===== src/rtl/shift_register_pkg.sv =====
// Shared encodings for the parameterised shift register: operation modes and FSM states.
package shift_register_pkg;

    typedef enum logic [2:0] {
        MODE_HOLD = 3'b000,
        MODE_SHL  = 3'b001,
        MODE_SHR  = 3'b010,
        MODE_ROL  = 3'b011,
        MODE_ROR  = 3'b100,
        MODE_ASR  = 3'b101
    } mode_t;

    typedef enum logic [1:0] {
        ST_IDLE = 2'd0,
        ST_RUN  = 2'd1,
        ST_DONE = 2'd2
    } state_t;

endpackage


===== src/rtl/shift_step_unit.sv =====
// Combinational one-step shifter used by both manual Mode operations and automatic runs.
module shift_step_unit
    import shift_register_pkg::*;
#(
    parameter int WIDTH = 64,
    parameter int STEP  = 4
) (
    input  logic [WIDTH-1:0] data,
    input  logic [2:0]       mode,
    input  logic [STEP-1:0]  ser_in,
    output logic [WIDTH-1:0] next_data,
    output logic [STEP-1:0]  disp,
    output logic             shifted
);

    always_comb begin
        next_data = data;
        disp      = '0;
        shifted   = 1'b1;
        case (mode)
            MODE_SHL: begin
                next_data = {data[WIDTH-STEP-1:0], ser_in};
                disp      = data[WIDTH-1 -: STEP];
            end
            MODE_SHR: begin
                next_data = {ser_in, data[WIDTH-1:STEP]};
                disp      = data[STEP-1:0];
            end
            MODE_ROL: begin
                next_data = {data[WIDTH-STEP-1:0], data[WIDTH-1 -: STEP]};
                disp      = data[WIDTH-1 -: STEP];
            end
            MODE_ROR: begin
                next_data = {data[STEP-1:0], data[WIDTH-1:STEP]};
                disp      = data[STEP-1:0];
            end
            MODE_ASR: begin
                next_data = {{STEP{data[WIDTH-1]}}, data[WIDTH-1:STEP]};
                disp      = data[STEP-1:0];
            end
            // HOLD and the unused encodings leave the register and SerOut untouched
            default: shifted = 1'b0;
        endcase
    end

endmodule


===== src/rtl/shift_register_param.sv =====
// Parameterised shift register with manual per-edge operations and counted automatic runs.
//   state   | meaning
//   IDLE    | Mode applied every enabled edge; Start latches Mode/Count
//   RUN     | latched Mode applied each enabled edge, counter decrements
//   DONE    | one-cycle Done pulse, then back to IDLE
module shift_register_param
    import shift_register_pkg::*;
#(
    parameter int WIDTH = 64,
    parameter int STEP  = 4,
    localparam int CNT_W = $clog2(WIDTH / STEP) + 1
) (
    input  logic             clk,
    input  logic             reset,
    input  logic             en,
    input  logic             load,
    input  logic [WIDTH-1:0] in,
    input  logic [2:0]       mode,
    input  logic [STEP-1:0]  ser_in,
    input  logic             start,
    input  logic [CNT_W-1:0] count,
    output logic [WIDTH-1:0] out,
    output logic [STEP-1:0]  ser_out,
    output logic             busy,
    output logic             done
);

    state_t           state, state_next;
    logic [CNT_W-1:0] cnt, cnt_next;
    logic [2:0]       run_mode, run_mode_next;
    logic [WIDTH-1:0] data_q, data_next;
    logic [STEP-1:0]  ser_q, ser_next;

    logic [2:0]       step_mode;
    logic [WIDTH-1:0] step_data;
    logic [STEP-1:0]  step_disp;
    logic             step_shifted;

    // One shifter serves both paths; the run path ignores the live Mode input
    assign step_mode = (state == ST_RUN) ? run_mode : mode;

    shift_step_unit #(
        .WIDTH(WIDTH),
        .STEP (STEP)
    ) u_step (
        .data     (data_q),
        .mode     (step_mode),
        .ser_in   (ser_in),
        .next_data(step_data),
        .disp     (step_disp),
        .shifted  (step_shifted)
    );

    always_ff @(posedge clk or posedge reset) begin
        if (reset) begin
            state    <= ST_IDLE;
            cnt      <= '0;
            run_mode <= MODE_HOLD;
            data_q   <= '0;
            ser_q    <= '0;
        end else begin
            state    <= state_next;
            cnt      <= cnt_next;
            run_mode <= run_mode_next;
            data_q   <= data_next;
            ser_q    <= ser_next;
        end
    end

    always_comb begin
        state_next    = state;
        cnt_next      = cnt;
        run_mode_next = run_mode;
        data_next     = data_q;
        ser_next      = ser_q;
        if (en) begin
            if (load) begin
                data_next  = in;
                cnt_next   = '0;
                state_next = ST_IDLE;
            end else begin
                case (state)
                    ST_IDLE: begin
                        if (start) begin
                            run_mode_next = mode;
                            cnt_next      = count;
                            state_next    = (count != '0) ? ST_RUN : ST_DONE;
                        end else begin
                            data_next = step_data;
                            if (step_shifted) ser_next = step_disp;
                        end
                    end
                    ST_RUN: begin
                        data_next = step_data;
                        if (step_shifted) ser_next = step_disp;
                        cnt_next = cnt - CNT_W'(1);
                        if (cnt == CNT_W'(1)) state_next = ST_DONE;
                    end
                    default: state_next = ST_IDLE;
                endcase
            end
        end
    end

    assign out     = data_q;
    assign ser_out = ser_q;
    assign busy    = (state == ST_RUN);
    assign done    = (state == ST_DONE);

endmodule


===== config.mk =====
export PLATFORM = sky130hd
export DESIGN_NAME = shift_register_param
export DESIGN_NICKNAME = d
export VERILOG_FILES = /design/src/rtl/shift_register_pkg.sv /design/src/rtl/shift_step_unit.sv /design/src/rtl/shift_register_param.sv
export SDC_FILE = /design/constraint.sdc
export NUM_CORES = 1
export LEC_CHECK = 0
export CAP_MARGIN = 20
export CORE_MARGIN = 4
export CORE_UTILIZATION = 35
export DETAILED_ROUTE_END_ITERATION = 12
export GPL_ROUTABILITY_DRIVEN = 0
export PLACE_DENSITY = 0.73
export SLEW_MARGIN = 20
export SYNTH_ARGS = -nofsm -noshare
export SYNTH_HDL_FRONTEND = slang
export SYNTH_SLANG_ARGS = --single-unit

===== constraint.sdc =====
create_clock -name clk -period 5.38 [get_ports clk]
set_input_delay 1.345 -clock clk [delete_from_list [all_inputs] [get_ports clk]]
set_output_delay 1.345 -clock clk [all_outputs]
set_load 0.005 [all_outputs]

==> impl.org, run 1 <==
** Routing
- The routed layout has 5,187 vias.
- Wire length reported by the detailed router :: 17.43 mm
- Final ANT Viol Nets :: 0
- After detailed routing, the number of vias per cell comes to 5.700.
- DR WL/cell :: 19.15 um
- The detailed router finished its first iteration with 406 violations.
- Count of TritonRoute iterations in the first routing pass :: 5
- In the routed design, unresolved DRC markers number 0.

** GRT
- The initial antenna violation count was 0.
- Global-route wire length before repair :: 27.91 mm
- Pin count of the biggest net entering global routing :: 97
- Congestion Overflow GR :: 0
- Via count of the first global-routing pass :: 5,132
- Across every metal layer, demand over resource in global routing totals 0.1941.

** Critical path
- The critical path in this run is classified as input pin to flip-flop.
- Data on the critical path arrives at its endpoint at 3880 ps.
- Worst EP required :: 5610 ps
- On the critical path, the stage with the largest delay is an instance of sky130_fd_sc_hd__o31a_2.
- Type of element launching the critical path :: input pin
- Buffers plus inverters on the worst setup path :: 1
- The worst setup path is captured at a flip-flop.
- Crit-path max FO :: 38
- List of cells traversed by the critical path :: clkdlybuf4s50_1, nor2b_1, o21ai_1, o31a_2, o21ai_0, o32ai_1
- In this design, the largest share of critical-path delay is due to compound AO/OA/AOI/OAI gates.
- Slowest Stage Delay on Critical Path :: 790 ps

** Floorplan
- Num ports :: 151
- Measured along the x axis, the die boundary spans 132.4 um.
- Overall die area :: 17,530 sq um
- The core region is 15,200 sq um.
- In this run the core area contains 45 standard-cell rows.
- Measured along the y axis, the die boundary spans 132.4 um.
- Initial Util :: 0.3562

** Timing
- Share of the clock period used by the worst path after layout :: 0.6783
- The count of final max-slew check failures came to 0.
- Unrepaired setup endpoints after global routing :: false
- Derived from the worst setup path, the maximum achievable clock frequency is 274.0 MHz.
- TNS Setup :: 0 ps
- Clock skew on the completed layout was measured at 14.24 ps.
- Headroom to the max-slew limit came out at 0.2760.
- For the pin with the worst max-slew slack, the measured transition is 1086 ps.
- Final setup violating endpoints :: 0
- After layout, the minimum clock period comes to 3649 ps.
- Endpoints failing hold :: 0

** Yosys
- Largest area contributor in the synthesized netlist :: sky130_fd_sc_hd__dfrtp_1
- Number of nets produced by synthesis :: 677
- During synthesis, Yosys emitted a total of 0 warnings.
- Cells after Synth :: 594
- Dominant synthesized flop cell :: sky130_fd_sc_hd__dfrtp_1
- The synthesized design contains 0 enable-type register cells.
- The synthesized netlist contains 56 unique library cells.
- The synthesized netlist occupies a cell area of 5415 sq um.
- Of the synthesized area, sequential elements account for 0.3604.
- Leading cell types by total area after synthesis :: sky130_fd_sc_hd__dfrtp_1, sky130_fd_sc_hd__a21oi_1, sky130_fd_sc_hd__mux2_2
- Async set-or-reset flop fraction in the synthesized netlist :: 1.000
- Number of storage elements in the synthesis netlist :: 78
- Of the post-synthesis cell area, the dominant cell type holds 0.3604.
- A synthesized cell averages 9.116 sq um.

** Layout
- Final Net Count :: 801
- Number of filler instances in the final layout :: 1,444
- In the final layout, the share of cells above drive strength 1 is 0.1150.
- Commonest non-fill, non-tap cell in the layout :: sky130_fd_sc_hd__clkdlybuf4s50_1
- In the layout the commonest cells are sky130_fd_sc_hd__clkdlybuf4s50_1, sky130_fd_sc_hd__a21oi_1, sky130_fd_sc_hd__dfrtp_1.
- Synth-to-Final Area Change :: 34.75%
- Antenna cell count :: 0

** Clock tree
- Counting the buffers created by CTS gives 9.
- After clock tree synthesis, the setup repair step added 0 buffers.
- The number of gates resized after CTS was 0.
- Maximum clock path buffer count :: 2
- The H-tree was split into 3 levels.
- TritonCTS sink count :: 78
- The number of hold buffers added after CTS was 0.
- At the later pin of the worst-skew pair, clock insertion delay measures 340 ps.
- TritonCTS clock tree :: yes
- Clock-pin slew was measured on the worst setup and hold paths at 60 ps.
- CTS placed an instance of sky130_fd_sc_hd__clkbuf_16 at the clock tree root.

** Pwr
- Total power of the final layout :: 3313 uW
- Max rail drop VDD :: 0.1719 mV
- Power spread over the standard cell area amounts to 454.0 nW/um^2.
- Reported leakage power :: 0.002976 uW

** Outcome
- The flow ran to the end, and the final reports show no timing, DRC or antenna violations.

** Min path
- The tightest min-delay check is of the flip-flop to flip-flop type.

** Placement
- Once detailed placement completed, the half-perimeter wirelength came to 11.85 mm.
- Port bufs :: 150

** Run
- Across the run, the number of max-cap violations was 0.
path summary, 6_finish.rpt:
path                                      start             endpoint  slack (ps)  cells past startpoint
max in group asynchronous                 reset   cnt[2]$_DFFE_PP0P_        2950                      3
min in group asynchronous                 reset  out[38]$_DFFE_PP0P_        1460                      2
setup / recovery                          start   out[7]$_DFFE_PP0P_        1730                      6
setup reg to reg           state[1]$_DFFE_PP0P_  out[17]$_DFFE_PP0P_        2580                      6
hold / removal               out[9]$_DFFE_PP0P_   out[9]$_DFFE_PP0P_         510                      2
hold reg to reg              out[9]$_DFFE_PP0P_   out[9]$_DFFE_PP0P_         510                      2
per-layer routing:
layer / wire [um] / GRT usage / vias up / share of wire
li1: - / - / 2466 / -
met1: 7832 / 0.2668 / 2491 / 0.45
met2: 8158 / 0.3012 / 199 / 0.47
met3: 1038 / 0.03779 / 31 / 0.060
met4: 400 / 0.07737 / 0 / 0.023
met5: 0 / 0 / - / 0
cells in the mapped netlist, drive strengths merged (20+ instances only):
master and number:
a21oi 96, dfrtp 78, nor2 66, mux2i 42, mux2 37, a2bb2oi 36, o21ai 28, buf 27
nand2 25, nor3 25, clkbuf 21, inv 20
layout make-up:
class | count | area, sq um | area share
clock inverters | 4 | 95.09 | 0.01303
well taps | 188 | 235.2 | 0.03224
flip-flops and latches | 78 | 1952 | 0.2675
clock buffers | 11 | 242.7 | 0.03326
inverters | 20 | 76.32 | 0.01046
repair buffers | 161 | 1582 | 0.2167
multi-input cells | 448 | 3114 | 0.4268
sequential cells by signal (all words and copies together), names as in the netlist:
register / cells
out: 64
run_mode: 3
state: 2
cnt: 5
ser_out: 4
cell families (layout without fill, tap and decap cells):
group / after synthesis / count (layout) / share of synthesized area
AO/OA/AOI/OAI: 221 / 221 / 0.2782
AND/OR/NAND/NOR: 144 / 144 / 0.1262
multiplexers: 79 / 79 / 0.1599
flip-flops: 78 / 78 / 0.3604
buffers and inverters: 68 / 196 / 0.06747
adder cells (fa/ha/maj): 2 / 2 / 0.004620
XOR/XNOR: 2 / 2 / 0.003235
worst min-delay path, stage by stage, from the launching register on:
cell	delay (ps)
sky130_fd_sc_hd__dfrtp_1	360
sky130_fd_sc_hd__nand2_1	50
sky130_fd_sc_hd__o31ai_1	60
power breakdown:
part           total (uW)  leakage (uW)  internal, uW  switching (uW)
sequential           1150      0.000910           798             351
combinational        1460       0.00190           867             593
clock                 704      0.000166           463             241
total                3310       0.00298          2130            1180
stage by stage:
step	utilization	hold slack [ps]	std cells	cell area, sq um	worst slack (ps)
floorplan	-	472.6	594	5415	2040
global placement	0.4578	483.8	895	6959	1452
detailed placement	0.4578	492.4	895	6959	1479
CTS	0.4800	503.8	910	7297	1774
global route	0.4800	545.2	910	7297	1529
finish	0.4800	506.9	910	7297	1731
Power figures use the tool's default switching activity.
==> run 2, diff against run 1 <==
--- a/config.mk
+++ b/config.mk
@@ -10,7 +10,7 @@
 export CORE_UTILIZATION = 35
 export DETAILED_ROUTE_END_ITERATION = 12
 export GPL_ROUTABILITY_DRIVEN = 0
-export PLACE_DENSITY = 0.73
+export PLACE_DENSITY = 0.76
 export SLEW_MARGIN = 20
 export SYNTH_ARGS = -nofsm -noshare
 export SYNTH_HDL_FRONTEND = slang
==> constraint.sdc (replaced) <==
create_clock -name clk -period 3.1 [get_ports clk]
set_input_delay 0.775 -clock clk [delete_from_list [all_inputs] [get_ports clk]]
set_output_delay 0.775 -clock clk [all_outputs]
set_load 0.005 [all_outputs]
==> run 2 against run 1 <==
Compared with the run above:
- non-clock buffer count up 7
- final area up 1.5%
- die area unchanged
- critical path type is now flip-flop to output pin
==> impl.org, run 2 (synthesized netlist as in run 1, its figures left out) <==
** Timing
- Setup repair after global routing left no endpoint under its margin.
- Setup violations remaining at the end of the flow were counted as 0.
- Pins Over Slew Limit :: 0
- In this run the tightest slew margin relative to its limit is 0.5948.
- Clock skew on the completed layout was measured at 5.000 ps.
- Endpoints failing hold :: 0
- Worst hold-check slack :: 506.9 ps
- At the pin with the least slew margin, the transition time is 607.1 ps.
- In the final timing run, aggregate negative setup slack is 0 ps.
- Minimum clock period after layout :: 2755 ps
- Maximum clock frequency :: 362.9 MHz
- Share of the clock period used by the worst path after layout :: 0.8888

** Critical path
- In this design, the largest share of critical-path delay is due to buffers and inverters.
- The critical path goes through nand2b_4, inv_2, clkdlybuf4s50_1.
- On the worst path, the slowest cell contributes a delay of 610 ps.
- At the worst endpoint, the required time is 2320 ps.
- Measured in cells, the most critical reg-to-reg path has a length of 6.
- Along the worst path, the maximum fanout reaches 21.
- The worst setup path is launched from a flip-flop.
- The endpoint identified for the worst register-to-register timing path is out[7]$_DFFE_PP0P_.
- CP endpoint kind :: output pin
- Slack of the worst reg-to-reg path :: 670 ps
- Critical register-to-register path startpoint :: state[0]$_DFFE_PP0P_
- Data arrives at the worst endpoint at 1980 ps.
- On the critical path, the stage with the largest delay is an instance of sky130_fd_sc_hd__dfrtp_1.
- The number of buffers and inverters on the critical path is 2.
- Crit Path Category :: flip-flop to output pin

** Pwr
- VDD sags by at most 0.2795 mV.
- Of the total power, the share spent switching nets is 0.3608.
- Power density over the cells :: 770.1 nW/um^2
- Reported leakage power :: 0.003029 uW
- Proportion of power drawn by flip-flops and latches :: 0.347
- The share of total power dissipated in the clock network is 0.198.
- Internal power comes to 3646 uW.
- Share of total power in combinational logic :: 0.455
- Net Switching :: 2059 uW

** Placement
- Including well taps, the total number of placed cells is 902.
- During placement, the flow inserted port buffers numbering 150.
- Detailed placement HPWL :: 11.92 mm

** Routing
- For this block, the initial DRC count from the detailed router was 438.
- Drt via density :: 5.728
- For this run, the detailed router's first-pass iteration total came to 5.
- The routed layout has 5,258 vias.
- After detailed routing, the number of remaining DRC violations is 0.
- Wire length reported by the detailed router :: 17.22 mm
- DR WL/cell :: 18.76 um
- Final ANT Viol Nets :: 0

** Run
- Across the run, the number of max-cap violations was 0.

** Clock tree
- In this run the number of H-tree levels came out at 3.
- Clock root buffer :: sky130_fd_sc_hd__clkbuf_16
- Post-CTS Hold Buffers :: 0
- TritonCTS built the clock tree.
- TritonCTS sink count :: 78
- Clock slew at reported path FFs :: 60 ps
- Clock network latency to the later pin of the worst-skew pair :: 330 ps
- Post-CTS repair changed the size of 0 cells.
- Clock tree synthesis inserted a total of 9 buffers.
- Counting along the longest clock path gives a buffer depth of 2.
- Post-CTS Setup Inserts :: 0

** GRT
- Entering global routing, the biggest net connects 58 pins.
- In the global route stage, overall resource usage came out at 0.1933.
- Congestion Overflow GR :: 0
- The number of global-route vias before repair came to 5,278.
- Global-route wire length before repair :: 27.84 mm
- The initial antenna violation count is 0.

** Layout
- Synth-to-Final Area Change :: 36.81%
- Antenna cell count :: 0
- Layout cells sized above 1 :: 0.1247
- At the end of the flow, the number of nets in the layout was 808.
- Commonest cells after routing, fill and taps aside :: sky130_fd_sc_hd__clkdlybuf4s50_1, sky130_fd_sc_hd__a21oi_1, sky130_fd_sc_hd__dfrtp_1
- The register with the most flip-flops in the layout has 64 of them.
- Final instance count without filler cells :: 918
- Commonest non-fill, non-tap cell in the layout :: sky130_fd_sc_hd__clkdlybuf4s50_1

** Floorplan
- 151 I/O pins were placed.
- For this configuration, the core starts out at a cell density of 0.3562.
- Chip Width :: 132.4 um
- The floorplan step defined a die boundary enclosing 17,530 sq um.
- From bottom edge to top edge, the die measures 132.4 um.
- Row generation in the floorplan step produced 45 rows.
- The floorplan step defined a core boundary enclosing 15,200 sq um.

** Min path
- Type of the most critical hold path :: flip-flop to flip-flop
- The worst hold path terminates at out[9]$_DFFE_PP0P_.
- Worst hold start :: out[9]$_DFFE_PP0P_
- The worst hold path passes through 2 cells.

** Outcome
- The run finished with clean final reports.
run 2: worst max-delay path by stage:
stage	from	endpoint	slack, ps	cells past startpoint
5_1_grt	state[0]$_DFFE_PP0P_	busy	240	3
3_5_place_dp	mode[1]	out[26]$_DFFE_PP0P_	180	7
3_3_place_gp	mode[0]	out[20]$_DFFE_PP0P_	230	6
6_report	state[0]$_DFFE_PP0P_	busy	340	3
4_1_cts	state[0]$_DFFE_PP0P_	busy	340	3
2_1_floorplan	reset	cnt[0]$_DFFE_PP0P_	330	1
run 2: metal layers:
layer  part of all wire  vias up  GRT usage
li1                   -     2476          -
met5                  0        -          0
met1               0.43     2553     0.2556
met4              0.029        0    0.07794
met2               0.48      195     0.3106
met3              0.065       34    0.03893
run 2: through the flow:
stage | area, sq um | worst slack, ps | power, uW | utilization
floorplan | 5415 | 330.0 | 3306 | -
global placement | 7087 | 230.2 | 4539 | 0.4662
detailed placement | 7087 | 180.8 | 4590 | 0.4662
CTS | 7408 | 345.0 | 5731 | 0.4873
global route | 7408 | 240.8 | 6069 | 0.4873
finish | 7408 | 344.6 | 5705 | 0.4873
run 2: area by class of cell:
cell class | instances | area [sq um]
Timing Repair Buffer | 168 | 1709
Tap cell | 188 | 235.2
Clock inverter | 2 | 37.54
Inverter | 20 | 76.32
Clock buffer | 14 | 284.0
Sequential cell | 78 | 1952
Fill cell | 1427 | 7794
Multi-Input combinational cell | 448 | 3114
run 2: worst register-to-register path: stages, from the launching register on:
cell                       delay, ps
sky130_fd_sc_hd__dfrtp_1         610
sky130_fd_sc_hd__nand2b_4        290
sky130_fd_sc_hd__mux2i_2         310
sky130_fd_sc_hd__a21oi_2         500
sky130_fd_sc_hd__buf_4           290
sky130_fd_sc_hd__nor3_1           60
sky130_fd_sc_hd__o32ai_1         270
run 2: power by group through the flow:
stage                     clock network, uW  logic (uW)  registers, uW
final                                  1130        2590           1980
after CTS                              1150        2610           1970
after detailed placement                  0        2600           1990
after global routing                   1200        2820           2040
after floorplan                           0        1500           1800
after global placement                    0        2560           1980
==> run 3, diff against run 2 <==
--- a/config.mk
+++ b/config.mk
@@ -7,10 +7,12 @@
 export LEC_CHECK = 0
 export CAP_MARGIN = 20
 export CORE_MARGIN = 4
-export CORE_UTILIZATION = 35
+export CORE_UTILIZATION = 44
 export DETAILED_ROUTE_END_ITERATION = 12
 export GPL_ROUTABILITY_DRIVEN = 0
-export PLACE_DENSITY = 0.76
+export GPL_TIMING_DRIVEN = 1
+export PLACE_DENSITY = 0.89
+export SETUP_SLACK_MARGIN = 0.4
 export SLEW_MARGIN = 20
 export SYNTH_ARGS = -nofsm -noshare
 export SYNTH_HDL_FRONTEND = slang
==> run 3 against run 2 <==
Compared with the run above:
- critical path depth rose by 4
- worst hold slack improved by 17 ps
- clock power barely moved
- utilization rose by 13 points
- wire length rose by 2.8%
- flip-flop and latch count did not move
- first-iteration DRC count rose by 62%
- largest cell class unchanged
- highest routed layer unchanged
==> impl.org, run 3 (synthesized netlist as in run 1, its figures left out) <==
** Critical path
- In this run the worst setup path begins at mode[1].
- Type of element launching the critical path :: input pin
- STA puts the critical path data required time at 3320 ps.
- In this run the critical register-to-register path is launched from state[1]$_DFFE_PP0P_.
- Crit Path Category :: input pin to flip-flop
- CP endpoint kind :: flip-flop
- Crit-path max FO :: 25
- For the worst setup path, the data arrival time is 2840 ps.

** Min path
- The worst hold path belongs to the class flip-flop to flip-flop.
- Worst hold start :: ser_out[0]$_DFFE_PP0P_

** Pwr
- Reported leakage power :: 0.003023 uW
- Across the VDD grid, the largest voltage drop is 0.3349 mV.
- Power density over the cells :: 784.5 nW/um^2

** Layout
- The library cell used most frequently in the layout, excluding fill and tap cells, is sky130_fd_sc_hd__clkdlybuf4s50_1.
- The register with the most flip-flops in the layout has 64 of them.
- Layout cells sized above 1 :: 0.1259
- Commonest cells after routing, fill and taps aside :: sky130_fd_sc_hd__clkdlybuf4s50_1, sky130_fd_sc_hd__a21oi_1, sky130_fd_sc_hd__dfrtp_1
- Final Net Count :: 809
- From synthesis to final layout, the design area changed by 36.34%.
- Number of filler instances in the final layout :: 973
- Final Cell Area :: 7383 sq um
- Antenna cell count :: 0

** Routing
- The count of nets left with antenna violations once routing finished came out at 0.
- Dividing the detail-routed wire length by the instance count gives 20.17 um.
- After detailed routing, the number of remaining DRC violations is 0.
- Iter 0 DRT Violations :: 711
- Drt via density :: 6.230
- Summing over every cut layer, the via total after detailed routing is 5,470.
- Count of TritonRoute iterations in the first routing pass :: 7
- Wire length reported by the detailed router :: 17.71 mm

** Floorplan
- Pin placement for this block handled 151 I/O pins.
- Vert. Die Dim :: 118.9 um
- The floorplan has 40 rows.
- The region available for standard cell placement spans 12,010 sq um.
- Chip Width :: 118.9 um
- The initial utilization of the core area, before any placement, comes to 0.4508.
- Overall die area :: 14,150 sq um

** Clock tree
- Maximum clock path buffer count :: 2
- Clock tree synthesis selected as its root buffer the cell sky130_fd_sc_hd__clkbuf_16.
- After clock tree synthesis, the clock-pin slew on the worst setup and hold paths is 60 ps.
- Clock network latency to the later pin of the worst-skew pair :: 340 ps
- TritonCTS clock tree :: yes
- The H-tree generated during clock tree synthesis spans 3 levels.
- Clock tree synthesis inserted a total of 9 buffers.
- Clock tree synthesis found a total of 78 sinks.
- For this design, the CTS-stage hold fixing added 0 buffers.

** Timing
- Based on the critical path, the design can be clocked at up to 382.5 MHz.
- Of the available clock period, the critical path in the final layout requires 0.8434.
- Minimum clock period after layout :: 2615 ps
- Worst clock skew :: 9.033 ps
- TNS Setup :: 0 ps
- Measured against its own limit, the worst slew margin works out to 0.5956.
- Across all hold checks on the routed design, the worst slack comes to 523.6 ps.
- The count of final max-slew check failures came to 0.
- Setup repair after global routing left no endpoint under its margin.
- For the pin with the worst max-slew slack, the measured transition is 605.3 ps.
- Endpoints failing hold :: 0
- Setup violations remaining at the end of the flow were counted as 0.

** GRT
- The number of global-route vias before repair came to 5,490.
- The initial antenna violation count is 0.
- Global-route wire length before repair :: 28.44 mm
- Congestion Overflow GR :: 0
- All-Layer GR Usage :: 0.2447
- Entering global routing, the biggest net connects 79 pins.

** Outcome
- The flow ran to the end, and the final reports show no timing, DRC or antenna violations.

** Run
- The tool flagged a number of max-cap violations equal to 0.

** Placement
- The count of buffers added on input and output ports is 150.
- After detailed placement, the total cell area comes to 7023 sq um.
- Detailed placement HPWL :: 11.99 mm
## run 3: final timing paths
| path | end | cells after the start | slack [ps] |
|---|---|---|---|
| max | out[6]$_DFFE_PP0P_ | 7 | 490 |
| min | ser_out[0]$_DFFE_PP0P_ | 2 | 520 |
| max reg2reg | out[6]$_DFFE_PP0P_ | 7 | 620 |
| min reg2reg | ser_out[0]$_DFFE_PP0P_ | 2 | 520 |
| max in group asynchronous | state[0]$_DFFE_PP0P_ | 3 | 1830 |
| min in group asynchronous | out[22]$_DFFE_PP0P_ | 3 | 910 |
## run 3: critical path: stages
cell,delay [ps]
sky130_fd_sc_hd__clkdlybuf4s50_1,620
sky130_fd_sc_hd__inv_1,150
sky130_fd_sc_hd__o31ai_4,430
sky130_fd_sc_hd__a21o_1,310
sky130_fd_sc_hd__buf_12,210
sky130_fd_sc_hd__a221oi_1,110
sky130_fd_sc_hd__a22o_1,210
## run 3: what timing repair did
action                     CTS  global route
setup buffers                0             2
setup endpoints to repair    1            43
cloned                       1             0
gates resized for setup      1             3
pin swaps                    0             0
## run 3: power breakdown
part           internal (uW)  switching, uW  total [uW]  leakage (uW)
combinational           1560           1090        2650       0.00197
sequential              1380            613        2000      0.000909
clock                    708            439        1150      0.000146
## run 3: layout make-up
type	instances	area (sq um)	area share
clock inverter	5	83.83	0.01135
timing repair buffer	168	1713	0.2320
tap	147	183.9	0.02491
inverter	20	78.83	0.01068
sequential	78	1953	0.2645
multi-input combinational	449	3138	0.4250
clock buffer	11	232.7	0.03152
## run 3: through the flow
stage,util,power (uW),setup WS (ps),std cells
floorplan,-,3306,939.4,594
global placement,0.5847,4481,228.6,859
detailed placement,0.5847,4599,107.8,859
CTS,0.6119,5761,426.6,876
global route,0.6147,6111,432.3,878
finish,0.6147,5792,485.3,878
## run 3: per-layer routing
metal	track usage	routed length [um]	up-vias
met4	0.1007	491	0
met1	0.3116	7351	2674
met5	0	0	-
met3	0.04558	1196	50
met2	0.4092	8671	266
li1	-	-	2480
